**src/rtl/riscx_m_pkg.sv**
```systemverilog
// =============================================================================
// riscx_m_pkg : shared types and constants for the Type-M execution path
// Revision    : 1.0
// =============================================================================
`default_nettype none

package riscx_m_pkg;

    localparam int XLEN_DEFAULT = 32;

    localparam logic [XLEN_DEFAULT-1:0] DIV_ZERO_Q = '1;
    localparam logic [XLEN_DEFAULT-1:0] INT_MIN    = {1'b1, {(XLEN_DEFAULT-1){1'b0}}};

    typedef enum logic [1:0] {
        OP_DIV  = 2'd0,
        OP_DIVU = 2'd1,
        OP_REM  = 2'd2,
        OP_REMU = 2'd3
    } div_op_e;

    typedef enum logic [2:0] {
        ST_IDLE  = 3'd0,
        ST_FAST  = 3'd1,
        ST_SEND  = 3'd2,
        ST_WAIT  = 3'd3,
        ST_DRAIN = 3'd4
    } div_ctrl_state_e;

    function automatic logic is_signed_op(input div_op_e op);
        return (op == OP_DIV) || (op == OP_REM);
    endfunction

    function automatic logic is_rem_op(input div_op_e op);
        return (op == OP_REM) || (op == OP_REMU);
    endfunction

endpackage

`default_nettype wire

```
**src/rtl/div_req_ctrl_if.sv**
```systemverilog
// =============================================================================
// div_req_ctrl_if : valid/ready request and response channels to the divider
// Revision        : 1.0
// =============================================================================
`default_nettype none

interface div_req_ctrl_if #(
    parameter int XLEN = 32
) ();

    logic [XLEN-1:0] div_a_o;
    logic [XLEN-1:0] div_b_o;
    logic            div_signed_o;
    logic            div_in_valid_o;
    logic            div_in_ready_i;
    logic            div_out_valid_i;
    logic            div_out_ready_o;
    logic [XLEN-1:0] div_q_i;
    logic [XLEN-1:0] div_r_i;

    modport master (
        output div_a_o, div_b_o, div_signed_o, div_in_valid_o, div_out_ready_o,
        input  div_in_ready_i, div_out_valid_i, div_q_i, div_r_i
    );

    modport slave (
        input  div_a_o, div_b_o, div_signed_o, div_in_valid_o, div_out_ready_o,
        output div_in_ready_i, div_out_valid_i, div_q_i, div_r_i
    );

endinterface

`default_nettype wire

```
**src/rtl/div_special_case.sv**
```systemverilog
// =============================================================================
// div_special_case : RISC-V divide-by-zero / signed-overflow result resolver
// Revision         : 1.0
// =============================================================================
`default_nettype none

module div_special_case
    import riscx_m_pkg::*;
#(
    parameter int XLEN = XLEN_DEFAULT
) (
    input  div_op_e         op_i,
    input  logic [XLEN-1:0] rs1_i,
    input  logic [XLEN-1:0] rs2_i,
    output logic            hit_o,
    output logic [XLEN-1:0] value_o
);

    localparam logic [XLEN-1:0] MIN_VAL = {1'b1, {(XLEN-1){1'b0}}};

    logic div_zero;
    logic overflow;

    always_comb begin
        div_zero = (rs2_i == '0);
        overflow = is_signed_op(op_i) && (rs1_i == MIN_VAL) && (rs2_i == '1);
        hit_o    = div_zero || overflow;
        value_o  = '0;
        // Divide-by-zero takes priority: it applies to every op
        if (div_zero) begin
            value_o = is_rem_op(op_i) ? rs1_i : '1;
        end else if (overflow) begin
            value_o = is_rem_op(op_i) ? '0 : MIN_VAL;
        end
    end

endmodule

`default_nettype wire

```
**src/rtl/div_req_ctrl.sv**
```systemverilog
// =============================================================================
// div_req_ctrl : initiator-side controller for the handshaked iterative divider
// Revision     : 1.0
// =============================================================================
`default_nettype none

module div_req_ctrl
    import riscx_m_pkg::*;
#(
    parameter int XLEN  = XLEN_DEFAULT,
    parameter int TAG_W = 5
) (
    input  logic             clk,
    input  logic             rst,
    input  logic             op_valid_i,
    input  logic [1:0]       op_code_i,
    input  logic [XLEN-1:0]  rs1_i,
    input  logic [XLEN-1:0]  rs2_i,
    input  logic [TAG_W-1:0] rd_i,
    input  logic             flush_i,
    output logic             stall_o,
    output logic             res_valid_o,
    output logic [XLEN-1:0]  res_o,
    output logic [TAG_W-1:0] res_rd_o,
    div_req_ctrl_if.master   div_bus
);

    div_ctrl_state_e  state_q;
    div_op_e          op_q;
    logic [XLEN-1:0]  a_q;
    logic [XLEN-1:0]  b_q;
    logic             signed_q;
    logic [TAG_W-1:0] rd_q;
    logic [XLEN-1:0]  fast_q;
    logic [XLEN-1:0]  res_q;
    logic [TAG_W-1:0] res_rd_q;
    logic             res_valid_q;

    logic             sc_hit;
    logic [XLEN-1:0]  sc_value;
    logic             fast_fire;
    logic             accept;

    div_special_case #(
        .XLEN (XLEN)
    ) u_special (
        .op_i    (div_op_e'(op_code_i)),
        .rs1_i   (rs1_i),
        .rs2_i   (rs2_i),
        .hit_o   (sc_hit),
        .value_o (sc_value)
    );

    // The result-strobe cycle of a divider op must not re-accept the op still held upstream
    assign accept    = (state_q == ST_IDLE) && op_valid_i && !flush_i && !res_valid_q;
    assign fast_fire = (state_q == ST_FAST) && !flush_i;

    assign res_valid_o = res_valid_q || fast_fire;
    assign res_o       = fast_fire ? fast_q : res_q;
    assign res_rd_o    = fast_fire ? rd_q   : res_rd_q;
    assign stall_o     = op_valid_i && !rst && !res_valid_o;

    assign div_bus.div_a_o         = a_q;
    assign div_bus.div_b_o         = b_q;
    assign div_bus.div_signed_o    = signed_q;
    assign div_bus.div_in_valid_o  = (state_q == ST_SEND);
    assign div_bus.div_out_ready_o = (state_q == ST_WAIT) || (state_q == ST_DRAIN);

    always_ff @(posedge clk or posedge rst) begin
        if (rst) begin
            state_q     <= ST_IDLE;
            op_q        <= OP_DIV;
            a_q         <= '0;
            b_q         <= '0;
            signed_q    <= 1'b0;
            rd_q        <= '0;
            fast_q      <= '0;
            res_q       <= '0;
            res_rd_q    <= '0;
            res_valid_q <= 1'b0;
        end else begin
            res_valid_q <= 1'b0;
            case (state_q)
                ST_IDLE: begin
                    if (accept) begin
                        op_q     <= div_op_e'(op_code_i);
                        a_q      <= rs1_i;
                        b_q      <= rs2_i;
                        signed_q <= is_signed_op(div_op_e'(op_code_i));
                        rd_q     <= rd_i;
                        fast_q   <= sc_value;
                        state_q  <= sc_hit ? ST_FAST : ST_SEND;
                    end
                end
                ST_FAST: begin
                    if (!flush_i) begin
                        res_q    <= fast_q;
                        res_rd_q <= rd_q;
                    end
                    state_q <= ST_IDLE;
                end
                ST_SEND: begin
                    if (div_bus.div_in_ready_i) begin
                        state_q <= flush_i ? ST_DRAIN : ST_WAIT;
                    end else if (flush_i) begin
                        state_q <= ST_IDLE;
                    end
                end
                ST_WAIT: begin
                    // A flush coinciding with the response already consumes it, so no drain
                    if (div_bus.div_out_valid_i) begin
                        if (!flush_i) begin
                            res_q       <= is_rem_op(op_q) ? div_bus.div_r_i : div_bus.div_q_i;
                            res_rd_q    <= rd_q;
                            res_valid_q <= 1'b1;
                        end
                        state_q <= ST_IDLE;
                    end else if (flush_i) begin
                        state_q <= ST_DRAIN;
                    end
                end
                ST_DRAIN: begin
                    if (div_bus.div_out_valid_i) begin
                        state_q <= ST_IDLE;
                    end
                end
                default: state_q <= ST_IDLE;
            endcase
        end
    end

endmodule

`default_nettype wire

```
**src/flat_wrapper.sv**
```systemverilog
// flat-port wrapper written by rule: the top's interface ports become plain ports
module div_req_ctrl_flat import riscx_m_pkg::*;
#(
    parameter int XLEN  = XLEN_DEFAULT,
    parameter int TAG_W = 5
)
  (clk, rst, op_valid_i, op_code_i, rs1_i, rs2_i, rd_i, flush_i, stall_o, res_valid_o, res_o, res_rd_o, div_bus_div_a_o, div_bus_div_b_o, div_bus_div_signed_o, div_bus_div_in_valid_o, div_bus_div_out_ready_o, div_bus_div_in_ready_i, div_bus_div_out_valid_i, div_bus_div_q_i, div_bus_div_r_i);
  div_req_ctrl_if #(.XLEN(XLEN)) div_bus_i ();
  input  logic clk;
  input  logic rst;
  input  logic op_valid_i;
  input  logic [1:0] op_code_i;
  input  logic [XLEN-1:0] rs1_i;
  input  logic [XLEN-1:0] rs2_i;
  input  logic [TAG_W-1:0] rd_i;
  input  logic flush_i;
  output logic stall_o;
  output logic res_valid_o;
  output logic [XLEN-1:0] res_o;
  output logic [TAG_W-1:0] res_rd_o;
  output wire logic [$bits(div_bus_i.div_a_o)-1:0] div_bus_div_a_o;
  output wire logic [$bits(div_bus_i.div_b_o)-1:0] div_bus_div_b_o;
  output wire logic [$bits(div_bus_i.div_signed_o)-1:0] div_bus_div_signed_o;
  output wire logic [$bits(div_bus_i.div_in_valid_o)-1:0] div_bus_div_in_valid_o;
  output wire logic [$bits(div_bus_i.div_out_ready_o)-1:0] div_bus_div_out_ready_o;
  input wire logic [$bits(div_bus_i.div_in_ready_i)-1:0] div_bus_div_in_ready_i;
  input wire logic [$bits(div_bus_i.div_out_valid_i)-1:0] div_bus_div_out_valid_i;
  input wire logic [$bits(div_bus_i.div_q_i)-1:0] div_bus_div_q_i;
  input wire logic [$bits(div_bus_i.div_r_i)-1:0] div_bus_div_r_i;
  assign div_bus_div_a_o = div_bus_i.div_a_o;
  assign div_bus_div_b_o = div_bus_i.div_b_o;
  assign div_bus_div_signed_o = div_bus_i.div_signed_o;
  assign div_bus_div_in_valid_o = div_bus_i.div_in_valid_o;
  assign div_bus_div_out_ready_o = div_bus_i.div_out_ready_o;
  assign div_bus_i.div_in_ready_i = div_bus_div_in_ready_i;
  assign div_bus_i.div_out_valid_i = div_bus_div_out_valid_i;
  assign div_bus_i.div_q_i = div_bus_div_q_i;
  assign div_bus_i.div_r_i = div_bus_div_r_i;
  div_req_ctrl #(.XLEN(XLEN), .TAG_W(TAG_W)) u_core (.clk(clk), .rst(rst), .op_valid_i(op_valid_i), .op_code_i(op_code_i), .rs1_i(rs1_i), .rs2_i(rs2_i), .rd_i(rd_i), .flush_i(flush_i), .stall_o(stall_o), .res_valid_o(res_valid_o), .res_o(res_o), .res_rd_o(res_rd_o), .div_bus(div_bus_i));
endmodule
```
**config.mk**
```make
export PLATFORM = sky130hd
export DESIGN_NAME = div_req_ctrl_flat
export DESIGN_NICKNAME = d
export VERILOG_FILES = /design/src/rtl/riscx_m_pkg.sv /design/src/rtl/div_req_ctrl_if.sv /design/src/rtl/div_special_case.sv /design/src/rtl/div_req_ctrl.sv /design/src/flat_wrapper.sv
export SDC_FILE = /design/constraint.sdc
export NUM_CORES = 1
export LEC_CHECK = 0
export BUFFER_PORTS_ARGS = -buffer_cell sky130_fd_sc_hd__buf_2
export CAP_MARGIN = 20
export CORE_AREA = 3 3 142 144
export DETAILED_ROUTE_END_ITERATION = 8
export DIE_AREA = 0 0 145 147
export PLACE_DENSITY_LB_ADDON = 0.05
export SYNTH_ARGS = -nofsm -noshare
export SYNTH_HDL_FRONTEND = slang
export SYNTH_SLANG_ARGS = --single-unit
```
**constraint.sdc**
```tcl
create_clock -name clk -period 6 [get_ports clk]
set_input_delay 0.6 -clock clk [delete_from_list [all_inputs] [get_ports clk]]
set_output_delay 0.6 -clock clk [all_outputs]
set_load 0.005 [all_outputs]
```
* Word-level counts from Yosys, hierarchy flattened
Index checks and enable logic that the tools add are counted.
Widths: inputs -> output; s select.
** Storage, ports and cells
- Register bits :: 145
- Bits of input ports :: 141
- Word-level logic and storage cells :: 79
** Cells by class
- Eq/ne operators :: 17
- Multiplexer cells :: 26
- Reductions and logical operators :: 26
** Operators with widths (count)
- $mux 32 :: 9
- $eq 32x32->1 const B :: 2
- $pmux 32 s2 :: 1
- $logic_not 32->1 :: 1
- $mux 3 :: 7
- $mux 5 :: 3
- $pmux 3 s4 :: 1
- $pmux 5 s2 :: 1
- $eq 2x2->1 const B :: 4
- $logic_and 1x1->1 :: 8
- $ne 2x2->1 const B :: 4
- $reduce_and 4->1 :: 2
- $eq 3x2->1 const B :: 2
- $logic_or 1x1->1 :: 6
- $logic_not 1->1 :: 4
- $reduce_and 2->1 :: 2
- $eq 3x1->1 const B :: 1
- $eq 3x3->1 const B :: 1
- $logic_not 3->1 :: 1
- $mux 1 :: 3
- $ne 3x2->1 const B :: 1
- $ne 3x3->1 const B :: 1
- $logic_not 2->1 :: 1
- $mux 2 :: 1
- 2 further kinds :: 2

* Depth between registers and ports, before layout
Gate-level depths: netlist (run 1).
- Depth after elaboration :: 8
- Mapped depth :: 8

* By module
A second synthesis (run 1) with hierarchy kept.
** Unflattened totals
- Cells, all modules :: 555
- Area total of the unflattened synthesis :: 7576.0 µm²
** Modules (own cells, without submodules)
- div_req_ctrl :: times used 1, cells an instance 446, area an instance 6982.9 µm²
- div_special_case :: times used 1, cells an instance 109, area an instance 593.1 µm²

* Worst setup path after synthesis (run 1)
Ideal clock, no wire load.
- Path kind :: input to output
- Start :: in flush_i
- End :: out res_o[1]
- Arrival time :: 1.691 ns
- Required time :: 5.400 ns
- Path slack :: 3.709 ns
- Stages :: 6
- Path buffers :: 2
- Path through :: nor2_1 nand2_1 nor2_1 buf_2 buf_2 mux2_2
** Between the ends
- Cells in the longest elaborated chain, start to end :: 3
** RTL lines
- start: declaration :: line flat_wrapper.sv:16 : input logic flush_i;
- $logic_not 1->1 :: line div_req_ctrl.sv:56 : assign fast_fire = (state_q == ST_FAST) && !flush_i;
- $logic_and 1x1->1 :: line div_req_ctrl.sv:56
- $mux 32 :: line div_req_ctrl.sv:59 : assign res_o = fast_fire ? fast_q : res_q;
- end: declaration :: line flat_wrapper.sv:19 : output logic [XLEN-1:0] res_o;
Every way passes these cells.

* Worst setup path after layout (run 1)
- Start :: reg u_core.state_q[2]
- End :: out res_o[19]
** Between the ends
- Cells in the longest elaborated chain, start to end :: 3
** RTL lines
- start: declaration :: line div_req_ctrl.sv:28 : div_ctrl_state_e state_q;
- start signal: assignment :: line div_req_ctrl.sv:92 : state_q <= sc_hit ? ST_FAST : ST_SEND;
- start signal: assignment :: line div_req_ctrl.sv:104 : state_q <= flush_i ? ST_DRAIN : ST_WAIT;
- $eq 3x1->1 :: line div_req_ctrl.sv:56
- $logic_and 1x1->1 :: line div_req_ctrl.sv:56
- $mux 32 :: line div_req_ctrl.sv:59
Every way passes these cells.

==> flow_summary.json, run 1 <==
{
  "grt_pass1_vias": 5957,
  "rows": 50,
  "synth_fa_ha_area_share_pct": 0,
  "start_util_pct": 37.0,
  "critical_path.cell_chain": "nor2_1 -> nand2_1 -> nor2_4 -> mux2_2 -> buf_2",
  "fin_crit_sh_pct": 52.4,
  "ys.flop_type": "dfrtp_1",
  "synth_area_per_cell_um2": 9.07,
  "cts_made_buffers": 17,
  "swShare_pct": 29.7,
  "synth_xor_area_share_pct": 0,
  "cts_setup_buffers": 0,
  "cap_violations": 0,
  "die_w_um": 145,
  "coreArea_um2": 18800,
  "placed_cells": 1229,
  "clk_path_buf_depth": 2,
  "syn_to_final_growth_pct": 28.4,
  "hold_class": "primary input to asynchronous set/reset pin",
  "p_sw_uw": 873,
  "io_buffer_count": 246,
  "clkLatencyLatePin_ns": 0.41,
  "syn-num-nets": 909,
  "fp.dieH_um": 147,
  "fmax_mhz": 318,
  "setup_tns_ns": 0,
  "syn_inst": 768,
  "slew_violations": 0,
  "yosys_warnings": 0,
  "io_pins": 247,
  "p_leak_nw": 4.57,
  "routed_wl_um": 21200,
  "grt_start_max_net_pins": 94,
  "synth_cell_type_count": 35,
  "rsz0062_at_grt": "false",
  "via_per_inst": 4.78,
  "synth_area_um2": 6960,
  "cp_data_required_time_ns": 5.40,
  "timing.final.ws_setup_ns": 2.86,
  "grt_use_total_pct": 19.8,
  "design_area_um2": 8940,
  "yosys.area_share.simple_pct": 23.7,
  "critPathArrivalTime_ns": 2.54,
  "cpPeakStageDelay_ns": 0.82,
  "total_power_mw": 2.94,
  "status": "completed",
  "crit_family": "simple AND/OR/NAND/NOR gates",
  "slowest_stage": "nor2_4",
  "worstMarginPinSlew_ns": 1.07,
  "vias": 6029,
  "drcViolationCount": 0,
  "nets": 1129,
  "ant_nets": 0,
  "pre_cts_slack_ns": 3.03,
  "fin_crit_ns": 3.14,
  "powerDensity_nw_per_um2": 329,
  "synth_area_leaders": "dfrtp_1 (52%), nand2_1 (17%), mux2_2 (6.8%)",
  "synth_top_area_share_pct": 51.8,
  "p_int_mw": 2.07,
  "cp_max_fo": 39,
  "overflow": 0,
  "fin_worst_skew_ns": 0.00715,
  "layoutNonFillerInstCount": 1261,
  "path_buf_inv": 1,
  "antenna_found_initial": 1,
  "antennaDiodeCount": 0,
  "synthArstFlopShare_pct": 100,
  "clock-sinks": 144,
  "hold_viol": 0,
  "synth-seq-area-share_pct": 51.8,
  "root_buffer": "clkbuf_16",
  "cts_resized": 0,
  "dpl_cell_area_um2": 8350,
  "synth_top_family_by_area": "simple AND/OR/NAND/NOR gates",
  "drive_above_1_share_pct": 33.9,
  "yosysTopAreaCell": "dfrtp_1",
  "startpoint_type": "flop",
  "synth_enable_flop_cells": 0,
  "grt_pass1_wl_um": 33900,
  "clkPwrFrac_pct": 36.2,
  "drt_iter0_markers": 268,
  "endpoint_kind": "output pin",
  "pwr-share-comb_pct": 20.4,
  "dp_hpwl_um": 15400,
  "path_clk_slew_ns": 0.06,
  "hold_buffers": 0,
  "synthMuxAreaShare_pct": 11.5,
  "power.share.sequential_pct": 43.5,
  "crit_type": "flop to output pin",
  "wire_per_inst_um": 16.8,
  "drt_first_pass_iters": 4,
  "irDropWorstVdd_mv": 0.196,
  "cts_tree": "done",
  "htree_levels": 4,
  "gp_congestion": 0.766,
  "setup_viol": 0,
  "ys_seq_elements": 144,
  "die_area_um2": 21300,
  "synth_compound_area_share_pct": 9.31,
  "maxSlewHeadroom_pct": 28.2
}
[worst paths after layout]
path	startpoint	to	slack, ns	cells after the start
setup / recovery	u_core.state_q[2]	res_o[19]	2.86	5
hold / removal	rst	u_core.res_rd_q[1]	0.37	2
setup reg to reg	u_core.state_q[0]	u_core.fast_q[17]	3.62	5
hold reg to reg	u_core.div_bus.div_b_o[18]	u_core.div_bus.div_b_o[18]	0.47	2
max in group asynchronous	rst	u_core.op_q[1]	4.39	3
min in group clk	rd_i[4]	u_core.rd_q[4]	0.37	3
[routing by layer]
metal  vias to the layer above  global-route usage (%)  part of all wire [%]
li1                       3013                       -                     -
met1                      2811                    29.9                    51
met2                       185                    28.1                    42
met3                        18                    5.92                   6.5
met4                         2                    4.09                  0.76
met5                         -                       0                 0.061
[metrics by stage]
stage	utilization [%]	hold slack (ns)
6_report	47.5	0.372
5_1_grt	47.5	0.354
4_1_cts	47.5	0.354
3_5_place_dp	44.3	0.457
3_3_place_gp	44.3	0.455
2_1_floorplan	-	0.446
[final cells by class]
cell class	count	area [µm²]
well taps	260	325
fillers	1891	9890
clock buffers	19	443
repair buffers	253	1280
multi-input cells	569	3120
clock inverters	13	150
inverters	3	16.3
flip-flops and latches	144	3600
[worst reg2reg max path: stages (launching register included)]
cell      delay [ns]
dfrtp_1         0.48
nor2_1          0.08
nand4b_1        0.15
buf_4           0.55
buf_4           0.75
o31ai_1         0.22
[cells by family (layout without fill, tap and decap cells)]
kind of cell           after synthesis  count (layout)
AND/OR/NAND/NOR                    388             388
multiplexers                        75              75
flip-flops                         144             144
buffers and inverters               55             288
AO/OA/AOI/OAI                      106             106
[registers in the layout, summed over array words and instances, names as in the netlist]
| name | flops |
|---|---|
| u_core.div_bus.div_signed_o | 1 |
| u_core.div_bus.div_b_o | 32 |
| u_core.op_q | 1 |
| u_core.rd_q | 5 |
| u_core.res_valid_q | 1 |
| u_core.div_bus.div_a_o | 32 |
| u_core.res_q | 32 |
| u_core.res_rd_q | 5 |
| u_core.fast_q | 32 |
| u_core.state_q | 3 |
[synthesized netlist by cell type (2+ instances only)]
master,instances
o21ai_0,66
mux2_2,42
buf_1,4
nor3_1,2
nand2_1,311
buf_2,15
mux2i_1,33
clkbuf_1,28
nand3_1,3
nand4b_1,2
o31ai_2,3
nor4_1,15
nor4b_1,2
a21o_1,2
nor2_1,7
nor2b_1,30
dfrtp_1,144
buf_6,4
inv_1,2
o31ai_1,29
nand2b_1,2
nand4_1,9
[power groups by stage]
stage	Combinational, mW	Sequential [mW]	Clock [mW]
after floorplan	0.330	1.26	0
after global placement	0.607	1.30	0
after detailed placement	0.615	1.29	0
after CTS	0.614	1.28	1.09
after global routing	0.682	1.30	1.13
final	0.599	1.28	1.06
[cell usage in the layout (no fill, tap or decap), types with 2 or more instances in the layout]
master	n
clkinvlp_4	2
nor3_1	2
o31ai_2	3
nand2_1	311
nor2_4	2
bufinv_16	2
nor4_1	15
nor2b_1	30
clkbuf_16	17
nand3_1	3
inv_6	6
nand4b_1	2
buf_4	7
nor4b_1	2
dfrtp_1	143
buf_2	246
nor2_1	5
mux2_2	42
o21ai_0	66
mux2i_1	33
nand4_1	9
o31ai_1	29
nand2b_1	2
clkinv_4	3
Note: power is estimated with default switching activity, not from simulation.
==> inputs of run 2 (changes only) <==
==> constraint.sdc (replaced) <==
create_clock -name clk -period 2.9 [get_ports clk]
set_input_delay 0.29 -clock clk [delete_from_list [all_inputs] [get_ports clk]]
set_output_delay 0.29 -clock clk [all_outputs]
set_load 0.005 [all_outputs]
==> run 2 against run 1 <==
Net effect: setup slack worse by 2.4 ns; hold slack worse by 0.30 ns; via count grew 0.17%; die area stayed put; final cell count rose by 0.71%; register-to-register slack lost 2.7 ns; power increased by 110%; critical path type unchanged; critical endpoint is now res_o[26]; largest cell class unchanged; largest power group unchanged; highest routed layer unchanged.
==> flow_summary.json, run 2 (synthesized netlist as in run 1, its figures left out) <==
{
  "drcViolationCount": 0,
  "fp.dieH_um": 147,
  "powerDensity_nw_per_um2": 690,
  "hold_viol": 0,
  "final_common_cell": "nand2_1",
  "gp_congestion": 0.831,
  "pwr-share-comb_pct": 20.9,
  "grt_use_total_pct": 19.9,
  "status": "completed",
  "via_per_inst": 4.76,
  "cp_max_fo": 33,
  "dp_hpwl_um": 15400,
  "cts_resized": 0,
  "reg2reg_setup_slack_ns": 0.92,
  "htree_levels": 4,
  "vias": 6039,
  "fmax_mhz": 409,
  "fin_crit_ns": 2.45,
  "cp_data_required_time_ns": 2.61,
  "slew_violations": 0,
  "die_area_um2": 21300,
  "layoutNonFillerInstCount": 1270,
  "critPathArrivalTime_ns": 2.16,
  "nets": 1137,
  "clkLatencyLatePin_ns": 0.42,
  "clkPwrFrac_pct": 37.5,
  "total_power_mw": 6.27,
  "drt_first_pass_iters": 4,
  "grt_pass1_wl_um": 33900,
  "swShare_pct": 29.1,
  "cts_made_buffers": 17,
  "cap_violations": 0,
  "antenna_found_initial": 2,
  "drt_iter0_markers": 281,
  "die_w_um": 145,
  "clk_path_buf_depth": 2,
  "io_buffer_count": 246,
  "hold_class": "primary input to flop",
  "crit_type": "flop to output pin",
  "wire_per_inst_um": 16.7,
  "irDropWorstVdd_mv": 0.435,
  "final_cell_mix": "nand2_1 (311), buf_2 (246), dfrtp_1 (143), o21ai_0 (66), mux2_2 (42)",
  "start_util_pct": 37.0,
  "root_buffer": "clkbuf_16",
  "overflow": 0,
  "startpoint_type": "flop",
  "fillers": 1878,
  "power.share.sequential_pct": 41.6,
  "routed_wl_um": 21300,
  "rows": 50,
  "clock-sinks": 144,
  "p_int_mw": 4.44,
  "setup_tns_ns": 0,
  "endpoint_kind": "output pin",
  "drive_above_1_share_pct": 34.3,
  "ant_nets": 0,
  "rsz0062_at_grt": "false",
  "worstMarginPinSlew_ns": 0.784,
  "io_pins": 247,
  "p_leak_nw": 4.63,
  "path_clk_slew_ns": 0.06,
  "cts_tree": "done",
  "grt_pass1_vias": 6030,
  "setup_viol": 0,
  "grt_start_max_net_pins": 124,
  "coreArea_um2": 18800,
  "syn_to_final_growth_pct": 30.4,
  "placed_cells": 1236,
  "fin_crit_sh_pct": 84.3,
  "p_sw_mw": 1.82,
  "fin_worst_skew_ns": 0.00679,
  "maxSlewHeadroom_pct": 47.7
}
-- run 2: cell types whose count changed in the layout (fill, tap and decap cells not counted), moves of 2 or more --
cell,before,now
inv_6,6,4
buf_12,0,3
buf_4,7,11
clkinvlp_4,2,5
bufinv_16,2,4
-- run 2: critical path: stages (launching register included) --
cell and delay [ns]:
dfrtp_1 0.45, nor2_1 0.19, nand2_1 0.13, nor2_4 0.23, buf_12 0.24, mux2_2 0.36
buf_2 0.13
-- run 2: per-layer routing --
| metal | vias up | global-route usage, % | routed length, µm |
|---|---|---|---|
| met5 | - | 0 | 14 |
| met4 | 4 | 4.56 | 177 |
| met3 | 17 | 7.13 | 1810 |
| met2 | 209 | 27.6 | 8730 |
| met1 | 2776 | 29.6 | 10500 |
| li1 | 3033 | - | - |
-- run 2: area by class of cell --
type	count	area, µm²	area share [%]
diodes	1	2.50	0.0276
clock buffers	18	429	4.73
clock inverters	14	203	2.23
inverters	3	15.0	0.165
multi-input cells	569	3120	34.3
flip-flops and latches	144	3600	39.7
well taps	260	325	3.58
repair buffers	261	1380	15.2
-- run 2: timing repair --
| action | 4_1_cts | 5_1_grt |
|---|---|---|
| hold buffers | 1 | 0 |
| setup buffers | 0 | 0 |
| hold endpoints to repair | 21 | 0 |
-- run 2: power by group through the flow --
stage	logic (mW)	registers, mW	clock network (mW)
floorplan	0.682	2.61	0
global placement	1.33	2.64	0
global route	1.49	2.66	2.51
finish	1.31	2.61	2.35
CTS	1.34	2.61	2.41
detailed placement	1.34	2.63	0
-- run 2: path summary, 6_finish.rpt --
path,from,end,depth (start not counted)
max in group asynchronous,rst,u_core.div_bus.div_a_o[30],4
hold reg to reg,u_core.div_bus.div_a_o[31],u_core.div_bus.div_a_o[31],2
setup reg to reg,u_core.state_q[2],u_core.res_q[17],5
hold / removal,rd_i[2],u_core.rd_q[2],3
setup / recovery,u_core.state_q[2],res_o[26],6
min in group asynchronous,rst,u_core.rd_q[3],3
-- run 2: per-stage QoR --
step / utilization (%) / area [µm²] / setup WS, ns / hold WS (ns)
after detailed placement: 44.8 / 8440 / 0.873 / 0.396
after CTS: 48.2 / 9080 / 0.446 / 0.0549
after global routing: 48.2 / 9080 / 0.359 / 0.0714
after floorplan: - / 6970 / 0.805 / 0.361
final: 48.2 / 9080 / 0.455 / 0.0720
after global placement: 44.8 / 8440 / 0.944 / 0.394
==> inputs of run 3 (changes only) <==
==> constraint.sdc (replaced) <==
create_clock -name clk -period 2.05 [get_ports clk]
set_input_delay 0.205 -clock clk [delete_from_list [all_inputs] [get_ports clk]]
set_output_delay 0.205 -clock clk [all_outputs]
set_load 0.005 [all_outputs]
==> run 3 against run 2 <==
Net effect: the run now ends with negative setup slack left; sequential cell count did not move; first-iteration DRC count increased by 13%; largest cell class unchanged; critical path type unchanged; register-to-register slack got worse by 0.66 ns; sequential share of layout area is 2.4 points lower; non-clock buffer count is 29 higher; die area unchanged; design area is 6.4% higher; global-route usage grew 0.36 points; power increased by 39%; hold slack got worse by 0.055 ns; largest power group unchanged; combinational power is 55% higher; setup slack worse by 0.51 ns.
==> flow_summary.json, run 3 (synthesized netlist as in run 1, its figures left out) <==
{
  "overflow": 0,
  "coreArea_um2": 18800,
  "setup_viol": 30,
  "p_sw_mw": 2.58,
  "grt_use_total_pct": 20.2,
  "critPathArrivalTime_ns": 1.90,
  "antenna_found_initial": 1,
  "crit_type": "flop to output pin",
  "rsz0062_at_grt": "true",
  "htree_levels": 4,
  "powerDensity_nw_per_um2": 904,
  "timing.final.ws_setup_ns": -0.0537,
  "grt_pass1_wl_um": 34500,
  "worstMarginPinSlew_ns": 0.538,
  "finish.utilization_pct": 51.3,
  "grtUsageMet2_pct": 28.6,
  "routed_wl_um": 21800,
  "cts_tree": "done",
  "wire_per_inst_um": 16.8,
  "top_usage_layer": "met1",
  "grt_pass1_vias": 6073,
  "syn_to_final_growth_pct": 38.8,
  "drt_first_pass_iters": 4,
  "power.share.sequential_pct": 41.6,
  "fin_crit_ns": 2.10,
  "hold_slack_ns": 0.0165,
  "cp_max_fo": 8,
  "path_clk_slew_ns": 0.06,
  "dp_hpwl_um": 15600,
  "ant_nets": 0,
  "fp.dieH_um": 147,
  "maxSlewHeadroom_pct": 63.8,
  "grt_use_met3_pct": 6.60,
  "startpoint_type": "flop",
  "fin_worst_skew_ns": 0.00786,
  "irDropWorstVdd_mv": 0.560,
  "drive_above_1_share_pct": 35.1,
  "failed_checks": "negative setup slack",
  "clk_path_buf_depth": 2,
  "clkLatencyLatePin_ns": 0.42,
  "hold_viol": 0,
  "rows": 50,
  "fillers": 1807,
  "drt_iter0_markers": 318,
  "via_per_inst": 4.79,
  "status": "complete, but fails checks",
  "fin_crit_sh_pct": 103,
  "grt_start_max_net_pins": 70,
  "nets": 1166,
  "swShare_pct": 29.5,
  "use_met1_pct": 30.3,
  "start_util_pct": 37.0,
  "vias": 6210,
  "cts_made_buffers": 17,
  "fmax_mhz": 475,
  "clock-sinks": 144,
  "io_pins": 247,
  "clkPwrFrac_pct": 35.2,
  "root_buffer": "clkbuf_16",
  "endpoint_kind": "output pin",
  "final_common_cell": "nand2_1",
  "cap_violations": 0,
  "total_power_mw": 8.74,
  "drcViolationCount": 0,
  "p_leak_nw": 4.82,
  "io_buffer_count": 246,
  "p_int_mw": 6.16,
  "slew_violations": 0,
  "pwr-share-comb_pct": 23.2,
  "final_cell_mix": "nand2_1 (310), buf_2 (217), dfrtp_1 (142), o21ai_0 (66), mux2i_1 (33)",
  "hold_class": "primary input to flop",
  "die_w_um": 145,
  "cp_data_required_time_ns": 1.85,
  "gp_congestion": 0.803,
  "die_area_um2": 21300,
  "antennaDiodeCount": 0
}
run 3: critical path, stage by stage, from the launching register on:
cell and delay [ns]:
dfrtp_1 0.38, nor2_2 0.14, nand2_2 0.09, nor2_4 0.12
buf_6 0.14, buf_12 0.13, mux2_2 0.34, buf_2 0.14
run 3: power by group through the flow:
stage | Combinational [mW] | Sequential [mW] | Clock, mW
2_1_floorplan | 0.965 | 3.69 | 0
3_5_place_dp | 1.98 | 3.66 | 0
4_1_cts | 2.03 | 3.64 | 3.14
6_report | 2.03 | 3.63 | 3.07
3_3_place_gp | 1.96 | 3.68 | 0
5_1_grt | 2.29 | 3.70 | 3.29
run 3: path summary, 6_finish.rpt:
kind	from	endpoint	slack, ns	depth (start not counted)
max in group asynchronous	rst	u_core.div_bus.div_b_o[13]	1.00	4
min	rs2_i[12]	u_core.div_bus.div_b_o[12]	0.02	3
min in group asynchronous	rst	u_core.res_rd_q[0]	0.37	3
max reg2reg	u_core.state_q[2]	u_core.div_bus.div_b_o[17]	0.26	8
max	u_core.state_q[2]	res_o[6]	-0.05	7
min reg2reg	u_core.div_bus.div_a_o[7]	u_core.div_bus.div_a_o[7]	0.47	2
run 3: metal layers:
metal | vias up | wire [µm]
met1 | 2918 | 10800
met4 | 2 | 196
met5 | - | 13
met2 | 178 | 9240
li1 | 3099 | -
met3 | 13 | 1510
run 3: metrics by stage:
stage / std cells / worst slack [ns] / cell area (µm²) / TNS, ns
global route: 1297 / -0.165 / 9660 / -5.01
floorplan: 768 / 0.0400 / 6970 / 0
global placement: 1245 / 0.104 / 8540 / 0
finish: 1297 / -0.0537 / 9660 / -1.02
detailed placement: 1245 / 0.0273 / 8540 / 0
CTS: 1294 / -0.0958 / 9390 / -2.52
run 3: timing repair:
action / CTS / global route
hold buffers: 14 / 0
setup buffers: 3 / 1
endpoints found under the setup margin: 37 / 37
pin swaps: 2 / 3
hold endpoints to repair: 26 / 0
gates resized for setup: 19 / 43
cloned: 1 / 2
run 3: final cells by class:
cell class	count	area [µm²]	share of cell area, %
well taps	260	325	3.37
multi-input cells	569	3220	33.4
clock buffers	19	443	4.58
flip-flops and latches	144	3610	37.3
inverters	3	15.0	0.155
repair buffers	290	1920	19.8
clock inverters	12	136	1.41
